### config.mk
export PLATFORM = sky130hd
export DESIGN_NAME = player1_ctrl
export DESIGN_NICKNAME = d
export VERILOG_FILES = /design/src/rtl/bomberman_pkg.sv /design/src/rtl/player1_ctrl_anim.sv /design/src/rtl/player1_ctrl.sv
export SDC_FILE = /design/constraint.sdc
export NUM_CORES = 1
export LEC_CHECK = 0
export ABC_AREA = 1
export CAP_MARGIN = 0
export CORE_MARGIN = 2
export CORE_UTILIZATION = 45
export DETAILED_ROUTE_END_ITERATION = 10
export PLACE_DENSITY = 0.65
export SYNTH_ARGS = -nofsm -noshare
export SYNTH_HDL_FRONTEND = slang
export SYNTH_SLANG_ARGS = --single-unit
export TNS_END_PERCENT = 10
### constraint.sdc
create_clock -name clk -period 7.19 [get_ports clk]
set_clock_uncertainty 0.05 [all_clocks]
set_input_delay 1.438 -clock clk [delete_from_list [all_inputs] [get_ports clk]]
set_output_delay 1.438 -clock clk [all_outputs]
set_load 0.02 [all_outputs]
### src/rtl/bomberman_pkg.sv
// Shared definitions for the bomberman video game: screen geometry,
// tile geometry, facing directions and player sprite codes.
package bomberman_pkg;

    typedef enum logic [1:0] {
        DOWN  = 2'd0,
        UP    = 2'd1,
        LEFT  = 2'd2,
        RIGHT = 2'd3
    } dir_t;

    localparam logic [2:0] SPR_STAND_DOWN  = 3'd0;
    localparam logic [2:0] SPR_STAND_UP    = 3'd1;
    localparam logic [2:0] SPR_STAND_LEFT  = 3'd2;
    localparam logic [2:0] SPR_STAND_RIGHT = 3'd3;
    localparam logic [2:0] SPR_STEP_VERT   = 3'd4;
    localparam logic [2:0] SPR_STEP_LEFT   = 3'd5;
    localparam logic [2:0] SPR_STEP_RIGHT  = 3'd6;

    localparam int TILE_SIZE  = 32;
    localparam int TILE_SHIFT = 5;
    localparam int HACTIVE    = 800;
    localparam int VACTIVE    = 600;

    function automatic logic [2:0] stand_sprite(input dir_t d);
        unique case (d)
            UP:      return SPR_STAND_UP;
            LEFT:    return SPR_STAND_LEFT;
            RIGHT:   return SPR_STAND_RIGHT;
            default: return SPR_STAND_DOWN;
        endcase
    endfunction

    function automatic logic [2:0] step_sprite(input dir_t d);
        unique case (d)
            LEFT:    return SPR_STEP_LEFT;
            RIGHT:   return SPR_STEP_RIGHT;
            default: return SPR_STEP_VERT;
        endcase
    endfunction

endpackage

### src/rtl/player1_ctrl_anim.sv
// player_anim: walk animation counter, phase toggle and sprite encode.
// Ports: clk, reset, facing, moved/blocked/stand_req strobes -> sprite_num.
module player_anim
    import bomberman_pkg::*;
#(
    parameter int ANIM_DIV = 8
) (
    input  logic       clk,
    input  logic       reset,
    input  dir_t       facing,
    input  logic       moved,
    input  logic       blocked,
    input  logic       stand_req,
    output logic [2:0] sprite_num
);

    localparam logic [7:0] DIV = 8'(ANIM_DIV);

    logic [7:0] cnt;
    logic [7:0] cnt_inc;
    logic       phase;

    assign cnt_inc = cnt + 8'd1;

    always_ff @(posedge clk or posedge reset) begin
        if (reset) begin
            cnt        <= 8'd0;
            phase      <= 1'b0;
            sprite_num <= SPR_STAND_DOWN;
        end else if (stand_req) begin
            cnt        <= 8'd0;
            phase      <= 1'b0;
            sprite_num <= stand_sprite(facing);
        end else if (moved) begin
            if (cnt_inc == DIV) begin
                // wrap: phase flips, sprite follows the new phase
                cnt        <= 8'd0;
                phase      <= ~phase;
                sprite_num <= phase ? stand_sprite(facing)
                                    : step_sprite(facing);
            end else begin
                cnt        <= cnt_inc;
                sprite_num <= phase ? step_sprite(facing)
                                    : stand_sprite(facing);
            end
        end else if (blocked) begin
            sprite_num <= stand_sprite(facing);
        end
    end

endmodule

### src/rtl/player1_ctrl.sv
// Player-1 per-frame movement sequencer: samples buttons on frame_tick,
// checks two leading-edge tiles (1-cycle lookup), then commits position.
// Ports: clk, reset, frame_tick, btn_*, tile_req/x/y, tile_solid,
//        centerX1, centerY1, sprite_num, busy.
module player1_ctrl
    import bomberman_pkg::*;
#(
    parameter int START_X  = 32,
    parameter int START_Y  = 32,
    parameter int SPEED    = 2,
    parameter int X_MAX    = 768,
    parameter int Y_MAX    = 544,
    parameter int ANIM_DIV = 8
) (
    input  logic               clk,
    input  logic               reset,
    input  logic               frame_tick,
    input  logic               btn_up,
    input  logic               btn_down,
    input  logic               btn_left,
    input  logic               btn_right,
    output logic               tile_req,
    output logic [4:0]         tile_x,
    output logic [4:0]         tile_y,
    input  logic               tile_solid,
    output logic signed [10:0] centerX1,
    output logic signed [10:0] centerY1,
    output logic [2:0]         sprite_num,
    output logic               busy
);

    typedef enum logic [1:0] {S_IDLE, S_REQ_A, S_REQ_B, S_EVAL} state_t;

    localparam logic signed [11:0] SPD = 12'(SPEED);
    localparam logic signed [11:0] XM  = 12'(X_MAX);
    localparam logic signed [11:0] YM  = 12'(Y_MAX);

    state_t            state;
    dir_t              dir;
    dir_t              btn_dir;
    logic              any_btn;
    logic              solid_a;
    logic              commit;
    logic signed [10:0] nx_q, ny_q;
    logic signed [10:0] cand_x, cand_y;

    function automatic logic signed [10:0] step_clamp(
        input logic signed [10:0] p,
        input logic               neg,
        input logic signed [11:0] lim
    );
        logic signed [11:0] pe;
        logic signed [11:0] s;
        pe = {p[10], p};
        s  = neg ? (pe - SPD) : (pe + SPD);
        if (s < 0)
            s = 12'sd0;
        else if (s > lim)
            s = lim;
        return 11'(s);
    endfunction

    // tile index of a pixel, optionally at the far (+31) sprite edge
    function automatic logic [4:0] tile_of(
        input logic signed [10:0] p,
        input logic               far
    );
        logic [11:0] s;
        s = {p[10], p} + (far ? 12'd31 : 12'd0);
        return 5'(s >> TILE_SHIFT);
    endfunction

    always_comb begin
        any_btn = btn_up | btn_down | btn_left | btn_right;
        btn_dir = RIGHT;
        if (btn_up)
            btn_dir = UP;
        else if (btn_down)
            btn_dir = DOWN;
        else if (btn_left)
            btn_dir = LEFT;
        cand_x = centerX1;
        cand_y = centerY1;
        unique case (btn_dir)
            UP:    cand_y = step_clamp(centerY1, 1'b1, YM);
            DOWN:  cand_y = step_clamp(centerY1, 1'b0, YM);
            LEFT:  cand_x = step_clamp(centerX1, 1'b1, XM);
            RIGHT: cand_x = step_clamp(centerX1, 1'b0, XM);
        endcase
    end

    // a move fully absorbed by the clamp leaves nx/ny equal: blocked
    assign commit = !solid_a && !tile_solid &&
                    ((nx_q != centerX1) || (ny_q != centerY1));
    assign busy   = (state != S_IDLE);

    always_ff @(posedge clk or posedge reset) begin
        if (reset) begin
            state    <= S_IDLE;
            dir      <= DOWN;
            nx_q     <= 11'(START_X);
            ny_q     <= 11'(START_Y);
            solid_a  <= 1'b0;
            tile_req <= 1'b0;
            tile_x   <= 5'd0;
            tile_y   <= 5'd0;
            centerX1 <= 11'(START_X);
            centerY1 <= 11'(START_Y);
        end else begin
            unique case (state)
                S_IDLE: begin
                    if (frame_tick && any_btn) begin
                        dir      <= btn_dir;
                        nx_q     <= cand_x;
                        ny_q     <= cand_y;
                        tile_req <= 1'b1;
                        tile_x   <= tile_of(cand_x, btn_dir == RIGHT);
                        tile_y   <= tile_of(cand_y, btn_dir == DOWN);
                        state    <= S_REQ_A;
                    end
                end
                S_REQ_A: begin
                    tile_req <= 1'b1;
                    tile_x   <= tile_of(nx_q, dir != LEFT);
                    tile_y   <= tile_of(ny_q, dir != UP);
                    state    <= S_REQ_B;
                end
                S_REQ_B: begin
                    solid_a  <= tile_solid;
                    tile_req <= 1'b0;
                    state    <= S_EVAL;
                end
                S_EVAL: begin
                    if (commit) begin
                        centerX1 <= nx_q;
                        centerY1 <= ny_q;
                    end
                    state <= S_IDLE;
                end
            endcase
        end
    end

    player_anim #(
        .ANIM_DIV (ANIM_DIV)
    ) u_anim (
        .clk        (clk),
        .reset      (reset),
        .facing     (dir),
        .moved      (state == S_EVAL && commit),
        .blocked    (state == S_EVAL && !commit),
        .stand_req  (state == S_IDLE && frame_tick && !any_btn),
        .sprite_num (sprite_num)
    );

endmodule
==> impl_results.md <==
- Status: completed
- Worst-Skew Late Latency: ~350 ps
- Crit end category: register
- Critical-path top delay cell: clkdlybuf4s50_1
- Total die area: between 10000 and 15000 µm²
- Layout area overhead: 14.99%
- Routing usage on met2: 44.38%
- Setup ws final: approximately 1900 ps
- EDFF count, synth: 0
- Antenna viol nets, final: 0
- Synth warnings: 0
- Syn_nets: between 800 and 900
- Hold path depth: 2
- Main synth FF type: dfrtp_1
- Synth area leader: dfrtp_1
- GR Layer Usage met1: 31.91%
- Initial DRC count: about 440
- Slew headroom: a little under two fifths
- Ant diodes: 0
- Starting density of the core: between 40% and 50%
- DIE WIDTH: around 110 µm
- Top delay family on crit path: buffers and inverters
- Layout cells sized above 1: 6.604%
- GR peak layer: met2
- CTS resizes: 0
- HP Class: register to register
- Crit Path Category: primary input to register
- PD cells: 482.8 nW/µm²
- Largest cells by area after synthesis: dfrtp_1 31%, nand2_1 15%, inv_1 6.6%, o21ai_0 6.4%, ha_1 6.2%
- FFs w/ async S/R, synth: between 90% and 100%
- Hold path startpoint: u_anim.sprite_num[1]$_DFFE_PP0P_
- # DRC: 0
- Port Buffers: 44
- Initial antenna violation count: 0
- Post-route setup TNS: 0 ps
- Total grt overflow: 0
- Routability Congestion: slightly above 0.9
- DR vias/cell: 5.488
- Reg2reg end: tile_y[3]$_DFFE_PP0P_
- Root Driver: clkbuf_16
- Cell count after synthesis: ~810
- Worst Max-Slew Pin Slew: ~940 ps
- Most common cell after layout, fill and taps aside: nand2_1
- TritonRoute pass-1 iters: 7
- CP Max Fanout: 20
- Worst reg-to-reg path cell count: 24
- Global-route wire length before repair: about 26 mm
- Period minus WS final: around 5300 ps
- Netlist Area Pre-Place: approximately 5500 µm²
- P_leak: roughly 0.0030 µW
- Synthesized area per cell: about 6.8 µm²
- Hpwl dp: about 12 mm
- Total Wirelength: between 15 and 20 mm
- Final hold violation count: 0
- CTS tree: done
- GRT Total Usage: between 20% and 30%
- Peak VDD IR: approximately 0.18 mV
- Max Freq: 188.9 MHz
- Crit-path most repeated cell: inv_1
- Maxcap violations: 0
- Startpoint Class: primary input
- I/O pin total: between 40 and 50
- Clock Sinks: between 70 and 80
- Vias in the first global route: approximately 5300
- CP peak stage delay: about 660 ps
- Cell row count: 40
- Total power draw: around 3000 µW
- Seq/Total Area, Yosys: approximately 33%
- Yosys top cell area share: about 31%
- RSZ-0062 raised after global routing: no
- Post-synthesis cell type count: between 40 and 50
- Inserted Clock Buffers: 9
- Data arrival, critical path: roughly 5500 ps
- Fin. max-slew vios: 0
- R2R setup slack: roughly 3300 ps
- Setup violations, final: 0
- Critical-path cell list: clkdlybuf4s50_1, nor2_2, buf_4, inv_1, nor2_1, inv_1, a21oi_2, nand3_1, inv_1, nand2_1, o311ai_0, o21ai_0, inv_1, ha_1, a21oi_1, o21ai_0, a21oi_1, nor2_4, nand2_1, nand2_1, a31oi_1, nor2_1
- Pre-CTS setup slack: roughly 1600 ps
- Crit path buffers/inverters: 6
- Clock transition at path regs: 60 ps
- Fin nets: slightly below 900
- Most frequent cells in the layout: 222 x nand2_1, 96 x inv_1, 79 x nor2_1
- Worst reg2reg path startpoint: centerY1[1]$_DFFE_PP0P_
- Post-CTS Setup Bufs: 0
- Post-synthesis register bit count: 72
- Worst EP required: between 7000 and 8000 ps
- Clock tree buffer depth: 2
- Tcrit/Tclk final: around three quarters
- Vias: about 5500
- GR met3 Demand/Resource: between 4 and 5%
- Hold EP: u_anim.sprite_num[1]$_DFFE_PP0P_
- Floorplan core area: approximately 12000 µm²
- Die height: around 110 µm
- Pin count of the biggest net entering global routing: 73
- WL/cell: roughly 16 µm
- Cts hold-fix bufs: 0
- CTS H-Tree Depth: 3
==> registers in the layout, indices dropped and copies added, names as in the netlist, 2 cells and up <==
| name | flops |
|---|---|
| centerX1 | 11 |
| centerY1 | 11 |
| dir | 2 |
| nx_q | 11 |
| ny_q | 11 |
| state | 2 |
| tile_x | 5 |
| tile_y | 5 |
| u_anim.cnt | 8 |
| u_anim.sprite_num | 3 |
==> power by group <==
group          leakage, µW  internal [µW]  switching (µW)
clock             0.000157            306             190
sequential        0.000900            590             266
combinational      0.00198            631            1070
==> through the flow <==
stage | cells | utilization, % | hold WS, ps | area [µm²]
floorplan | 812 | - | 403.4 | 5492
global placement | 979 | 50.12 | 410.0 | 5995
detailed placement | 979 | 50.12 | 419.0 | 5995
CTS | 995 | 52.79 | 439.4 | 6315
global route | 995 | 52.79 | 473.1 | 6315
finish | 995 | 52.79 | 436.4 | 6315
==> layer usage <==
metal	routed length [µm]	up-vias
li1	-	2712
met1	7019	2592
met2	7883	129
met3	639	28
met4	371	0
met5	0	-
==> synthesized netlist by cell type (all sizes together), types with 8 or more instances <==
master,number
a21oi,37
buf,21
clkbuf,9
dfrtp,68
ha,27
inv,101
nand2,226
nand3,57
nand4,26
nor2,90
nor3,8
o21ai,75
xor2,19
==> logic make-up after synthesis <==
kind of cell | share of synthesized area (%)
muxes | 0.2050
AOI/OAI and AO/OA | 14.10
buffers and inverters | 9.934
DFF | 32.90
adders and majority gates | 6.152
and+or+nand+nor | 33.20
xor gates and xnor gates | 3.509
==> worst max path at each step <==
stage,depth (start not counted),endpoint,slack (ps),from
global route,22,tile_x[2]$_DFFE_PP0P_,1530,btn_up
floorplan,21,tile_x[2]$_DFFE_PP0P_,3150,btn_up
CTS,22,tile_x[2]$_DFFE_PP0P_,1970,btn_up
global placement,22,tile_x[2]$_DFFE_PP0P_,1840,btn_up
detailed placement,22,tile_x[2]$_DFFE_PP0P_,1610,btn_up
finish,22,tile_x[2]$_DFFE_PP0P_,1900,btn_up
==> area by class of cell <==
type | count | area (µm²)
Clock inverter | 6 | 91.34
Sequential cell | 72 | 1807
Timing Repair Buffer | 50 | 485.5
Fill cell | 1194 | 5647
Multi-Input combinational cell | 609 | 3139
Tap cell | 147 | 183.9
Clock buffer | 10 | 229.0
Inverter | 101 | 379.1
==> tightest hold or removal path: cells and delay by family (launching register included) <==
kind             cells  cell delay [ps]
DFF                  1              340
and+or+nand+nor      2              110
Power figures use the tool's default switching activity.
